==> src/rtl/bus_err_pkg.sv <==
// Shared width helpers and error-record layout for the ID-tracked bus error unit.
package bus_err_pkg;

    function automatic int unsigned cnt_width(input int unsigned depth);
        return $clog2(depth) + 1;
    endfunction

    function automatic int unsigned ptr_width(input int unsigned depth);
        return (depth > 1) ? $clog2(depth) : 1;
    endfunction

    function automatic int unsigned rec_width(input int unsigned err_bits, input int unsigned id_w,
                                              input int unsigned addr_w, input int unsigned meta_w);
        return err_bits + id_w + addr_w + meta_w + 1;
    endfunction

    // Error records are packed MSB first in this order.
    localparam string ERR_REC_FIELDS = "{err, id, addr, meta, addr_valid}";

endpackage

==> src/rtl/bus_err_id_tracker.sv <==
// Per-ID request tracker: address FIFO plus untracked-request counter for lossless resync.
module bus_err_id_tracker
    import bus_err_pkg::*;
#(
    parameter int unsigned AddrWidth         = 48,
    parameter int unsigned MetaDataWidth     = 1,
    parameter int unsigned NumOutstanding    = 4,
    parameter int unsigned UntrackedCntWidth = 6
) (
    input  logic                     clk_i,
    input  logic                     rst_ni,
    input  logic                     testmode_i,
    input  logic                     req_i,
    input  logic [AddrWidth-1:0]     addr_i,
    input  logic [MetaDataWidth-1:0] meta_i,
    input  logic                     rsp_last_i,
    input  logic                     desync_clr_i,
    output logic                     head_valid_o,
    output logic [AddrWidth-1:0]     head_addr_o,
    output logic [MetaDataWidth-1:0] head_meta_o,
    output logic                     desync_o
);
    localparam int unsigned CW = cnt_width(NumOutstanding);

    logic                               empty, full, pop, push, dec, inc, spurious, u_sat;
    logic [CW-1:0]                      usage;
    logic [UntrackedCntWidth-1:0]       u_cnt;
    logic [AddrWidth+MetaDataWidth-1:0] head;

    // All decisions use pre-cycle state; requests bypass the FIFO while any are untracked.
    assign full     = (usage == CW'(NumOutstanding));
    assign pop      = rsp_last_i & ~empty;
    assign dec      = rsp_last_i & empty & (u_cnt != '0);
    assign spurious = rsp_last_i & empty & (u_cnt == '0);
    assign push     = req_i & (u_cnt == '0) & (~full | pop);
    assign inc      = req_i & ~push;
    assign u_sat    = &u_cnt;

    fifo_v3 #(
        .DEPTH      (NumOutstanding),
        .DATA_WIDTH (AddrWidth + MetaDataWidth)
    ) u_addr_fifo (
        .clk_i      (clk_i),
        .rst_ni     (rst_ni),
        .flush_i    (1'b0),
        .testmode_i (testmode_i),
        .push_i     (push),
        .data_i     ({addr_i, meta_i}),
        .pop_i      (pop),
        .data_o     (head),
        .empty_o    (empty),
        .usage_o    (usage)
    );

    always_ff @(posedge clk_i or negedge rst_ni) begin
        if (!rst_ni) begin
            u_cnt    <= '0;
            desync_o <= 1'b0;
        end else begin
            if (inc && !dec && !u_sat) u_cnt <= u_cnt + UntrackedCntWidth'(1);
            else if (dec && !inc)      u_cnt <= u_cnt - UntrackedCntWidth'(1);
            if (spurious || (inc && !dec && u_sat)) desync_o <= 1'b1;
            else if (desync_clr_i)                  desync_o <= 1'b0;
        end
    end

    assign head_valid_o              = ~empty;
    assign {head_addr_o, head_meta_o} = head;

endmodule

==> src/rtl/fifo_v3.sv <==
// Simple synchronous FIFO; a push into a full FIFO succeeds when a pop happens in the same cycle.
module fifo_v3
    import bus_err_pkg::*;
#(
    parameter int unsigned DEPTH      = 4,
    parameter int unsigned DATA_WIDTH = 8
) (
    input  logic                        clk_i,
    input  logic                        rst_ni,
    input  logic                        flush_i,
    input  logic                        testmode_i,
    input  logic                        push_i,
    input  logic [DATA_WIDTH-1:0]       data_i,
    input  logic                        pop_i,
    output logic [DATA_WIDTH-1:0]       data_o,
    output logic                        empty_o,
    output logic [cnt_width(DEPTH)-1:0] usage_o
);
    localparam int unsigned PW = ptr_width(DEPTH);
    localparam int unsigned CW = cnt_width(DEPTH);

    logic [DATA_WIDTH-1:0] mem [DEPTH];
    logic [PW-1:0]         rd_ptr, wr_ptr;
    logic [CW-1:0]         cnt;
    logic                  do_pop, do_push, do_flush;

    function automatic logic [PW-1:0] ptr_next(input logic [PW-1:0] p);
        return (p == PW'(DEPTH - 1)) ? '0 : p + PW'(1);
    endfunction

    // Flush is suppressed in test mode so scan shifting cannot clear contents.
    assign do_flush = flush_i & ~testmode_i;
    assign do_pop   = pop_i & (cnt != '0);
    assign do_push  = push_i & ((cnt != CW'(DEPTH)) | do_pop);

    always_ff @(posedge clk_i or negedge rst_ni) begin
        if (!rst_ni) begin
            rd_ptr <= '0;
            wr_ptr <= '0;
            cnt    <= '0;
        end else if (do_flush) begin
            rd_ptr <= '0;
            wr_ptr <= '0;
            cnt    <= '0;
        end else begin
            if (do_push) wr_ptr <= ptr_next(wr_ptr);
            if (do_pop)  rd_ptr <= ptr_next(rd_ptr);
            cnt <= cnt + CW'(do_push) - CW'(do_pop);
        end
    end

    always_ff @(posedge clk_i) begin
        if (do_push) mem[wr_ptr] <= data_i;
    end

    assign data_o  = mem[rd_ptr];
    assign empty_o = (cnt == '0);
    assign usage_o = cnt;

endmodule

==> src/rtl/bus_err_unit_id_tracked.sv <==
// Bus error unit for ID-tagged buses: pairs erroring responses with per-ID requests and queues records.
module bus_err_unit_id_tracked
    import bus_err_pkg::*;
#(
    parameter int unsigned AddrWidth         = 48,
    parameter int unsigned MetaDataWidth     = 1,
    parameter int unsigned ErrBits           = 3,
    parameter int unsigned IdWidth           = 2,
    parameter int unsigned NumOutstanding    = 4,
    parameter int unsigned UntrackedCntWidth = 6,
    parameter int unsigned NumStoredErrors   = 4,
    parameter int unsigned DropCntWidth      = 16,
    parameter logic        DropOldest        = 1'b0
) (
    input  logic                                  clk_i,
    input  logic                                  rst_ni,
    input  logic                                  testmode_i,
    input  logic                                  req_valid_i,
    input  logic [IdWidth-1:0]                    req_id_i,
    input  logic [AddrWidth-1:0]                  req_addr_i,
    input  logic [MetaDataWidth-1:0]              req_meta_i,
    input  logic                                  rsp_valid_i,
    input  logic                                  rsp_last_i,
    input  logic [IdWidth-1:0]                    rsp_id_i,
    input  logic [ErrBits-1:0]                    rsp_err_i,
    input  logic [ErrBits-1:0]                    err_mask_i,
    input  logic [cnt_width(NumStoredErrors)-1:0] irq_threshold_i,
    output logic                                  err_irq_o,
    output logic                                  err_valid_o,
    input  logic                                  err_pop_i,
    output logic [ErrBits-1:0]                    err_code_o,
    output logic [IdWidth-1:0]                    err_id_o,
    output logic [AddrWidth-1:0]                  err_addr_o,
    output logic [MetaDataWidth-1:0]              err_meta_o,
    output logic                                  err_addr_valid_o,
    output logic [DropCntWidth-1:0]               err_drop_cnt_o,
    input  logic                                  drop_cnt_clr_i,
    output logic [2**IdWidth-1:0]                 desync_o,
    input  logic [2**IdWidth-1:0]                 desync_clr_i
);
    localparam int unsigned NumIds = 2**IdWidth;
    localparam int unsigned RecW   = rec_width(ErrBits, IdWidth, AddrWidth, MetaDataWidth);
    localparam int unsigned CntW   = cnt_width(NumStoredErrors);

    logic [NumIds-1:0]        head_valid;
    logic [AddrWidth-1:0]     head_addr [NumIds];
    logic [MetaDataWidth-1:0] head_meta [NumIds];

    for (genvar i = 0; i < NumIds; i++) begin : g_tracker
        bus_err_id_tracker #(
            .AddrWidth         (AddrWidth),
            .MetaDataWidth     (MetaDataWidth),
            .NumOutstanding    (NumOutstanding),
            .UntrackedCntWidth (UntrackedCntWidth)
        ) u_tracker (
            .clk_i        (clk_i),
            .rst_ni       (rst_ni),
            .testmode_i   (testmode_i),
            .req_i        (req_valid_i & (req_id_i == IdWidth'(i))),
            .addr_i       (req_addr_i),
            .meta_i       (req_meta_i),
            .rsp_last_i   (rsp_valid_i & rsp_last_i & (rsp_id_i == IdWidth'(i))),
            .desync_clr_i (desync_clr_i[i]),
            .head_valid_o (head_valid[i]),
            .head_addr_o  (head_addr[i]),
            .head_meta_o  (head_meta[i]),
            .desync_o     (desync_o[i])
        );
    end

    logic                     rsp_known, err_hit, err_empty, err_full, user_pop, drop;
    logic                     fifo_push, fifo_pop;
    logic [AddrWidth-1:0]     rsp_addr;
    logic [MetaDataWidth-1:0] rsp_meta;
    logic [RecW-1:0]          rec_in, rec_out;
    logic [CntW-1:0]          err_usage, thr_eff;
    logic [ErrBits-1:0]       rec_code;
    logic [IdWidth-1:0]       rec_id;
    logic [AddrWidth-1:0]     rec_addr;
    logic [MetaDataWidth-1:0] rec_meta;
    logic                     rec_av;
    logic [DropCntWidth-1:0]  drop_cnt;
    logic                     irq;

    assign rsp_known = head_valid[rsp_id_i];
    assign rsp_addr  = rsp_known ? head_addr[rsp_id_i] : '0;
    assign rsp_meta  = rsp_known ? head_meta[rsp_id_i] : '0;
    assign err_hit   = rsp_valid_i & (|(rsp_err_i & err_mask_i));
    assign rec_in    = {rsp_err_i, rsp_id_i, rsp_addr, rsp_meta, rsp_known};

    // A user pop frees a slot, so only a full FIFO without a pop loses a record.
    assign err_full  = (err_usage == CntW'(NumStoredErrors));
    assign user_pop  = err_pop_i & ~err_empty;
    assign drop      = err_hit & err_full & ~user_pop;
    assign fifo_push = err_hit & ~(drop & ~DropOldest);
    assign fifo_pop  = user_pop | (drop & DropOldest);

    fifo_v3 #(
        .DEPTH      (NumStoredErrors),
        .DATA_WIDTH (RecW)
    ) u_err_fifo (
        .clk_i      (clk_i),
        .rst_ni     (rst_ni),
        .flush_i    (1'b0),
        .testmode_i (testmode_i),
        .push_i     (fifo_push),
        .data_i     (rec_in),
        .pop_i      (fifo_pop),
        .data_o     (rec_out),
        .empty_o    (err_empty),
        .usage_o    (err_usage)
    );

    assign thr_eff = (irq_threshold_i == '0) ? CntW'(1) : irq_threshold_i;

    always_ff @(posedge clk_i or negedge rst_ni) begin
        if (!rst_ni) begin
            drop_cnt <= '0;
            irq      <= 1'b0;
        end else begin
            irq <= (err_usage >= thr_eff);
            if (drop_cnt_clr_i)              drop_cnt <= drop ? DropCntWidth'(1) : '0;
            else if (drop && !(&drop_cnt))   drop_cnt <= drop_cnt + DropCntWidth'(1);
        end
    end

    assign {rec_code, rec_id, rec_addr, rec_meta, rec_av} = rec_out;

    assign err_valid_o      = ~err_empty;
    assign err_code_o       = err_empty ? '0 : rec_code;
    assign err_id_o         = err_empty ? '0 : rec_id;
    assign err_addr_o       = err_empty ? '0 : rec_addr;
    assign err_meta_o       = err_empty ? '0 : rec_meta;
    assign err_addr_valid_o = err_empty ? 1'b0 : rec_av;
    assign err_drop_cnt_o   = drop_cnt;
    assign err_irq_o        = irq;

endmodule

==> config.mk <==
export PLATFORM = sky130hd
export DESIGN_NAME = bus_err_unit_id_tracked
export DESIGN_NICKNAME = d
export VERILOG_FILES = /design/src/rtl/bus_err_pkg.sv /design/src/rtl/bus_err_id_tracker.sv /design/src/rtl/fifo_v3.sv /design/src/rtl/bus_err_unit_id_tracked.sv
export SDC_FILE = /design/constraint.sdc
export NUM_CORES = 1
export LEC_CHECK = 0
export ABC_CLOCK_PERIOD_IN_PS = 5000
export CAP_MARGIN = 20
export CORE_MARGIN = 2
export CORE_UTILIZATION = 67
export CTS_BUF_LIST = sky130_fd_sc_hd__clkbuf_8
export CTS_CLUSTER_DIAMETER = 60
export DETAILED_ROUTE_END_ITERATION = 8
export GPL_ROUTABILITY_DRIVEN = 1
export MAX_ROUTING_LAYER = met4
export PLACE_DENSITY = 0.92
export SLEW_MARGIN = 0
export SYNTH_ARGS = -nofsm -noshare
export SYNTH_HDL_FRONTEND = slang
export SYNTH_HIERARCHICAL = 1
export SYNTH_SLANG_ARGS = --single-unit
export TNS_END_PERCENT = 10
==> constraint.sdc <==
create_clock -name clk_i -period 5 [get_ports clk_i]
set_clock_uncertainty 0.1 [all_clocks]
set_input_delay 0.5 -clock clk_i [delete_from_list [all_inputs] [get_ports clk_i]]
set_output_delay 0.5 -clock clk_i [all_outputs]
set_load 0.005 [all_outputs]
# == Word-level counts from Yosys, hierarchy flattened ==
# Memory sizes are Yosys's and may differ from the RTL's.
# Index checks and enable logic that the tools add are counted.
# word_totals
ramBits,1004
mem_count,5
regBits,80
output_inout_bits,77
in_bits,74
word_cells,291
# classes
n_mux,55
n_lt_le_gt_ge,3
eq_ne,26
add_sub_neg,29
n_reduce_logical,70
bitwise_logic,78
# mem_list
memory,words,width,rd,rd_ports_with_merged_regs,write_ports,line,text
u_err_fifo.mem,4,55,1,0,1,fifo_v3.sv:22,logic [DATA_WIDTH-1:0] mem [DEPTH];
g_tracker[0].u_tracker.u_addr_fifo.mem,4,49,1,0,1,fifo_v3.sv:22,
g_tracker[1].u_tracker.u_addr_fifo.mem,4,49,1,0,1,fifo_v3.sv:22,
g_tracker[2].u_tracker.u_addr_fifo.mem,4,49,1,0,1,fifo_v3.sv:22,
g_tracker[3].u_tracker.u_addr_fifo.mem,4,49,1,0,1,fifo_v3.sv:22,
# ops
operator,count
48-bit two-way mux,4
48-bit binary-select mux with 2-bit select,1
1-bit bitwise AND,52
6-bit two-way mux,8
16-bit two-way mux,2
2-bit == test (second input constant),14
1-bit two-way mux,25
6-bit by 1-bit adder with 6-bit output (second input constant),4
6-bit zero test,4
6-bit AND reduction,4
6-bit nonzero test,4
6-bit by 1-bit subtractor with 6-bit output (second input constant),4
2-bit two-way mux,11
2-bit by 1-bit adder with 2-bit output (second input constant),10
3-bit zero test,6
2-bit nonzero test,9
1-bit logical AND,17
16-bit by 1-bit adder with 16-bit output (second input constant),1
16-bit AND reduction,1
3-bit by 1-bit adder with 3-bit output,5
3-bit == test (second input constant),5
3-bit inequality test (second input constant),5
1-bit NOT,15
3-bit nonzero test,5
14 further kinds,45

# == Logic depth before layout (Yosys ltp) ==
# Gate-level depths: netlist (run 1).
# depth
ltp_word,11
depth_mapped,16
mapped_depth_nobuf,15

# == By module ==
# Netlist (run 1), hierarchy kept.
# by_module_without_submodules
module,area_per_inst_um2,cells_per_inst,instances,seq_area_each_um2
fifo_v3 (g_tracker[0].u_tracker.u_addr_fifo ...),7533.5,305,2,6060.8
fifo_v3 (g_tracker[1].u_tracker.u_addr_fifo ...),7517.2,305,2,6060.8
fifo_v3 (u_err_fifo),8399.3,335,1,6781.5
bus_err_unit_id_tracked,3149.3,321,1,425.4
bus_err_id_tracker,573.0,61,4,175.2

# == Least setup slack after synthesis (run 1) ==
# Ideal clock, no wire load.
# synth_path
path_kind,in2reg
startpoint,in rsp_id_i[1]
endpoint,reg g_tracker[2].u_tracker.u_addr_fifo.cnt[2]
setup_ns,0.086
t_arrival_ns,3.466
slack_ns,1.348
required_ns,4.814
path_stages,15
n_path_buf,2
cell_sequence,buf_4 clkbuf_1 nor3b_1 nand2b_1 a211oi_1 and2_4 inv_1 ha_1 inv_1 ha_1 inv_1 fa_1 xor2_1 and2_1 nor3_1
# synth_via
elab_chain_cells,8
elab_cells_between_ends,10
cone_classes,add/sub: 2; eq/ne: 1; bitwise: 7
# synth_lines
item,line,text
from (decl),bus_err_unit_id_tracked.sv:24,"input logic [IdWidth-1:0] rsp_id_i,"
2-bit == test,bus_err_unit_id_tracked.sv:62,".rsp_last_i (rsp_valid_i & rsp_last_i & (rsp_id_i == IdWidth'(i))),"
1-bit bitwise AND,bus_err_unit_id_tracked.sv:62,
1-bit bitwise AND,bus_err_id_tracker.sv:32,assign pop = rsp_last_i & ~empty;
1-bit bitwise OR,bus_err_id_tracker.sv:35,assign push = req_i & (u_cnt == '0) & (~full | pop);
1-bit bitwise AND,bus_err_id_tracker.sv:35,
via g_tracker[2].u_tracker.push,bus_err_id_tracker.sv:25,"logic empty, full, pop, push, dec, inc, spurious, u_sat;"
1-bit bitwise AND,fifo_v3.sv:34,assign do_push = push_i & ((cnt != CW'(DEPTH)) | do_pop);
3-bit by 1-bit adder with 3-bit output,fifo_v3.sv:48,cnt <= cnt + CW'(do_push) - CW'(do_pop);
3-bit by 1-bit subtractor with 3-bit output,fifo_v3.sv:48,
to (signal assigned),fifo_v3.sv:48,
to (decl),fifo_v3.sv:24,logic [CW-1:0] cnt;
# The timed path passes the listed nets, and every way through them passes these cells.
# A chain may end at the register's enable or synchronous reset.

# == Final worst setup path (run 1) ==
# layout_path
startpoint,in rsp_valid_i
endpoint,reg g_tracker[0].u_tracker.u_addr_fifo.cnt[2]
# layout_via
elab_chain_cells,8
elab_cells_between_ends,10
cone_classes,add/sub: 2; bitwise: 8
# layout_lines
item,line,text
from (decl),bus_err_unit_id_tracked.sv:22,"input logic rsp_valid_i,"
1-bit bitwise AND (2 in series),bus_err_unit_id_tracked.sv:62,
1-bit bitwise AND,bus_err_id_tracker.sv:32,
1-bit bitwise OR,bus_err_id_tracker.sv:35,
1-bit bitwise AND,bus_err_id_tracker.sv:35,
via g_tracker[0].u_tracker.push,bus_err_id_tracker.sv:25,
1-bit bitwise AND,fifo_v3.sv:34,
3-bit by 1-bit adder with 3-bit output,fifo_v3.sv:48,
3-bit by 1-bit subtractor with 3-bit output,fifo_v3.sv:48,
to (signal assigned),fifo_v3.sv:48,
to (decl),fifo_v3.sv:24,
# The timed path passes the listed nets, and every way through them passes these cells.

==> results of run 1 <==
## routing by layer
metal | vias to the layer above | GRT usage (%) | wire [um]
li1 | 9263 | - | -
met5 | - | - | 0
met1 | 11987 | 41.6 | 37000
met3 | 412 | 9.62 | 12900
met4 | 0 | 16.0 | 5510
met2 | 1973 | 57.1 | 57700
## critical path: stages
cell and delay [ns]:
clkdlybuf4s50_1 0.66, nand2_1 0.15, nor3_1 0.54, nand2b_1 0.25, a211oi_1 0.86, and2_4 0.34, inv_1 0.06, ha_1 0.29
inv_1 0.04, ha_1 0.19, fa_1 0.42, xnor2_1 0.32, xnor2_1 0.22, nor2_1 0.09
## synth_stat cells (5+ instances only)
cell type,n,area share [%]
a211oi_1,8,0.14
a21o_1,6,0.10
a21oi_1,28,0.32
a21oi_4,8,0.30
and2_1,10,0.14
and2_4,5,0.10
and2b_1,10,0.17
and3_2,20,0.34
buf_2,40,0.46
clkbuf_1,43,0.37
conb_1,5,0.043
dfrtp_1,80,4.6
edfxtp_1,1004,69
fa_1,9,0.41
ha_1,55,1.6
inv_1,61,0.52
mux2_1,5,0.13
mux4_2,300,15
nand2_1,51,0.44
nand2b_1,12,0.17
nand3_1,13,0.15
nand4_1,18,0.26
nand4_2,5,0.14
nor2_1,28,0.24
nor2b_1,103,1.5
nor3_1,22,0.25
nor3b_1,7,0.12
nor4_1,5,0.071
nor4_4,5,0.24
o21ai_0,31,0.35
o21bai_1,5,0.085
o31ai_1,14,0.24
o31ai_2,6,0.17
or3_1,7,0.10
or4_1,5,0.085
or4b_4,5,0.16
xnor2_1,18,0.36
xor2_1,14,0.28
## power breakdown
| group | switching [W] | internal, W | leakage, nW |
|---|---|---|---|
| registers | 0.000405 | 0.0103 | 10.1 |
| logic | 0.00161 | 0.00165 | 4.46 |
| clock network | 0.00335 | 0.00337 | 1.68 |
## layout by cell type, fill, tap and decap left out, drive strengths merged, types with 36 or more instances in the layout
cell,count
a21oi,36
buf,48
clkbuf,168
clkdlybuf4s50,147
clkinv,48
dfrtp,80
edfxtp,1004
ha,55
inv,118
mux4,300
nand2,51
nor2b,103
## cells by family after synthesis
kind of cell / synth area share [%]
DFF: 73.2
buffers and inverters: 1.44
AOI/OAI and AO/OA: 2.10
xor gates and xnor gates: 0.638
muxes: 15.6
and+or+nand+nor: 5.03
adders and majority gates: 1.98
other: 0.0427
## state kept, by name, summed over array words and instances, names as in the netlist
signal / cells
err_drop_cnt_o: 16
err_irq_o: 1
g_tracker.u_tracker/desync_o: 4
g_tracker.u_tracker/u_addr_fifo/mem: 784
g_tracker.u_tracker/u_addr_fifo/rd_ptr: 8
g_tracker.u_tracker/u_addr_fifo/usage_o: 12
g_tracker.u_tracker/u_addr_fifo/wr_ptr: 8
g_tracker.u_tracker/u_cnt: 24
u_err_fifo/mem: 220
u_err_fifo/rd_ptr: 2
u_err_fifo/usage_o: 3
u_err_fifo/wr_ptr: 2
## per-stage QoR
step	std cells	util, %	setup WS [ns]	area (um2)	total power [W]
floorplan	2125	-	1.35	44000	0.0126
global placement	3081	72.1	0.564	46600	0.0138
detailed placement	3083	72.1	0.237	46600	0.0141
CTS	3368	76.7	0.850	49600	0.0207
global route	3389	76.8	0.611	49700	0.0214
finish	3389	76.8	0.666	49700	0.0207
## worst min-delay path by stage
stage               slack, ns                             from                         endpoint
finish                   0.04                           rst_ni                err_drop_cnt_o[3]
floorplan                0.10                           rst_ni                err_drop_cnt_o[0]
global placement         0.43  g_tracker[0].u_tracker/u_cnt[4]  g_tracker[0].u_tracker/u_cnt[4]
global route             0.04                           rst_ni                err_drop_cnt_o[3]
detailed placement       0.44  g_tracker[1].u_tracker/u_cnt[5]  g_tracker[1].u_tracker/u_cnt[5]
CTS                      0.09                      rsp_id_i[0]  g_tracker[2].u_tracker/desync_o
## what timing repair did
action | 4_1_cts | 5_1_grt
endpoints found under the hold margin | 80 | 0
buffers inserted | 0 | 0
hold buffers | 1 | 0
## area by class of cell
cell class / instances / share of cell area (%)
flip-flops and latches: 1084 / 64.7
clock buffers: 168 / 4.65
well taps: 855 / 2.15
diodes: 19 / 0.0957
clock inverters: 116 / 1.28
inverters: 61 / 0.461
multi-input cells: 890 / 22.5
repair buffers: 196 / 4.11
==> run summary, run 1 <==
H-tree depth: 4
synthesized cell area: 43,900 um2
final-report max-slew violation count: 0
crit path launch type: input pin
Power per Cell Area: 417 nW/um2
# IOs: 151
CTS clk-pin slew, worst paths: 0.06 ns
Fill cells: 3,081
port bufs: 150
Final TNS setup: 0 ns
Ys Warns: 6
multi-input logic area: 11,200 um2
worst r2r src: g_tracker[0].u_tracker/u_cnt[0]
clk root buf: clkbuf_8
CTS tree: done
clk buf depth: 3
share of cells above drive strength 1: 24.9%
reg2reg setup slack: 0.80 ns
status: complete, no violations
vias: 23,635
ANT nets after route: 0
Overflow after GRT: 0
static leakage: 16.3 nW
chip width: 260 um
FF-to-FF path depth: 12
drt total wl: 113,000 um
register area share after synthesis: 73.2%
DR DRC count: 0
maxcap violations: 0
first-pass GRT wire length: 162,000 um
initial antenna violation count: 23
Die Ht: 260 um
CP Class: in -> reg
Slew headroom: 26.7%
vias in the first global route: 24,489
num rows: 93
ys flop type: edfxtp_1
minimum clock period: 4.33 ns
largest net degree at the start of global routing: 81
DRT iter0 DRCs: 3,808
synth unique cells: 62
Reg area: 32,200 um2
Final Cycle Share: 86.7%
Required @ worst endpoint: 5.60 ns
Layout area overhead: 13.1%
die area: 67,600 um2
crit path DAT: 4.93 ns
HPWL after DPL: 66,300 um
clk sinks: 1,084
DR vias/cell: 6.97
GRT Util Overall: 35.2%
number of nets in the layout: 2,533
CTS Buf Count: 162
Final Hold Fails: 0
cts repair resizes: 0
Hold Slack: 0.0447 ns
Hold Path Class: in -> async
gpl congestion: 0.881
Worst-Skew Late Latency: 0.82 ns
DR WL/cell: 33.3 um
Crit. Startpoint: rsp_valid_i
core area: 64,700 um2
Worst VDD drop: 284 uV
initial core utilization: 67.9%
syn_area_per_cell: 20.7 um2
crit-path max FO: 7
slew at the pin closest to its max-slew limit: 1.10 ns
Peak Freq: 231 MHz
DRT Pass-1 Iters: 8
Final Setup Violations: 0
Seq cells post-synth: 1,084
r2r endpoint: g_tracker[0].u_tracker/u_addr_fifo/usage_o[2]
cells after synthesis: 2,120
Worst setup EP type: flop
Post-synth EDFFs: 1,004
CP endpoint: g_tracker[0].u_tracker/u_addr_fifo/usage_o[2]
RSZ-0062 raised after global routing: no
ys async rst share: 7.38%
(Power assumes the default switching activity.)
==> run 2, diff against run 1 <==
CORE_UTILIZATION = 35   (was 67)
GPL_ROUTABILITY_DRIVEN = not set   (was 1)
GPL_TIMING_DRIVEN = 1   (was not set)
PLACE_DENSITY = 0.56   (was 0.92)
==> run 2 against run 1 <==
Combinational power shrank 5%. Clock power up 2%. Via count is 9.2% lower. Power fell by 0.24%. Sequential share of layout area is 1.4 points lower. Setup slack better by 0.17 ns. Worst hold slack better by 0.091 ns. Sequential cell count is the same.
==> run summary, run 2 (synthesized netlist as in run 1, its figures left out) <==
Hold-fix buffers, CTS: 1
Largest register FFs: 784
vias: 21,451
# Post-CTS Setup Buffers: 0
Hold Path Class: in -> async
Final Cycle Share: 83.3%
Worst VDD drop: 220 uV
largest registers: g_tracker.u_tracker/u_addr_fifo/mem (784), u_err_fifo/mem (220), g_tracker.u_tracker/u_cnt (24)
r2r endpoint: g_tracker[1].u_tracker/u_addr_fifo/usage_o[2]
H-tree depth: 4
DRT Pass-1 Iters: 7
CP Class: reg -> out
most frequent cells in the layout: 1,004 x edfxtp_1, 300 x mux4_2, 173 x clkbuf_8
status: complete, no violations
maxcap violations: 0
RSZ-0062 raised after global routing: no
first-pass GRT wire length: 149,000 um
HPWL after DPL: 59,900 um
worst r2r src: g_tracker[1].u_tracker/u_addr_fifo/usage_o[1]
crit-path cells: buf_4 > mux4_2 > nor2b_1 > clkdlybuf4s50_1
Required @ worst endpoint: 4.40 ns
Reg area: 32,200 um2
initial core utilization: 35.1%
slew at the pin closest to its max-slew limit: 1.07 ns
clk sinks: 1,084
crit-path max FO: 39
CTS tree: done
clk buf depth: 3
Final Hold Fails: 0
Peak Freq: 240 MHz
ANT nets after route: 0
port bufs: 150
commonest non-fill, non-tap cell in the layout: edfxtp_1
Die Ht: 358 um
crit path launch type: flop
# IOs: 151
minimum clock period: 4.16 ns
FF-to-FF path depth: 14
largest reg by FF count: g_tracker.u_tracker/u_addr_fifo/mem
vias in the first global route: 22,834
Pwr Total: 0.0207 W
crit path DAT: 3.56 ns
Crit. Startpoint: u_err_fifo/rd_ptr[0]
clk root buf: clkbuf_8
Final TNS setup: 0 ns
gpl congestion: 0.787
CTS clk-pin slew, worst paths: 0.06 ns
DR DRC count: 0
number of nets in the layout: 2,545
Slew headroom: 28.5%
cts repair resizes: 0
Overflow after GRT: 0
Final Setup Violations: 0
die area: 128,000 um2
num rows: 130
static leakage: 16.4 nW
share of cells above drive strength 1: 25.3%
worst stage delay on the critical path: 0.97 ns
largest net degree at the start of global routing: 57
final-report max-slew violation count: 0
Worst setup EP type: primary output
Crit-path slowest cell: dfrtp_4
GRT Util Overall: 16.2%
reg2reg setup slack: 1.45 ns
Fill cells: 10,904
CP endpoint: err_addr_o[7]
Layout area overhead: 15.7%
DR vias/cell: 5.12
fin util: 40.6%
drt total wl: 100,000 um
multi-input logic area: 11,200 um2
DR WL/cell: 23.9 um
CTS Buf Count: 171
Worst-Skew Late Latency: 0.82 ns
initial antenna violation count: 15
chip width: 358 um
DRT iter0 DRCs: 1,597
core area: 125,000 um2
Power per Cell Area: 407 nW/um2
[run 2: cell types whose count changed in the layout (fill, tap and decap cells not counted), sizes merged]
cell	delta
clkinv	-2
clkbuf	+5
buf	+3
diode	-9
inv	+11
clkinvlp	-3
[run 2: how the worst min path moves through the flow]
stage            from                                           end  slack [ns]
2_1_floorplan  rst_ni                             err_drop_cnt_o[0]        0.10
3_3_place_gp   rst_ni                             err_drop_cnt_o[2]        0.42
3_5_place_dp   rst_ni                             err_drop_cnt_o[2]        0.42
4_1_cts        rst_ni  g_tracker[3].u_tracker/u_addr_fifo/rd_ptr[0]        0.07
5_1_grt        rst_ni                             err_drop_cnt_o[2]        0.14
6_report       rst_ni  g_tracker[3].u_tracker/u_addr_fifo/rd_ptr[0]        0.14
[run 2: worst max-delay path, delay by kind of cell, from the launching register on]
family / cells / cell delay (ns)
buf+inv: 2 / 0.98
mux: 1 / 0.58
flops: 1 / 0.97
simple gates: 1 / 0.16
[run 2: per-layer routing]
| layer | wire [um] | vias to the layer above | track usage, % |
|---|---|---|---|
| met3 | 5250 | 156 | 2.93 |
| met5 | 0 | - | - |
| li1 | - | 9269 | - |
| met2 | 49600 | 622 | 26.2 |
| met1 | 43300 | 11404 | 21.2 |
| met4 | 1880 | 0 | 4.44 |
[run 2: cell type report]
cell class	instances	area share (%)
Clock buffer	173	4.68
Antenna cell	10	0.0492
Clock inverter	122	1.39
Tap cell	1650	4.06
Timing Repair Buffer	199	4.06
Inverter	61	0.450
Sequential cell	1084	63.3
Multi-Input combinational cell	890	22.0
[run 2: power breakdown]
part | internal, W | switching (W) | total [W] | leakage [nW]
Clock | 0.00349 | 0.00337 | 0.00686 | 1.79
Combinational | 0.00162 | 0.00147 | 0.00310 | 4.48
Sequential | 0.0103 | 0.000378 | 0.0107 | 10.1
Total | 0.0155 | 0.00522 | 0.0207 | 16.4
[run 2: metrics by stage]
stage / hold WS (ns) / setup WS (ns) / cell area [um2] / instances
after floorplan: 0.104 / 1.35 / 44000 / 2125
after global placement: 0.419 / 0.752 / 47700 / 3883
after detailed placement: 0.422 / 0.548 / 47700 / 3883
after CTS: 0.0680 / 0.641 / 50800 / 4179
after global routing: 0.145 / 0.549 / 50800 / 4189
final: 0.135 / 0.835 / 50800 / 4189
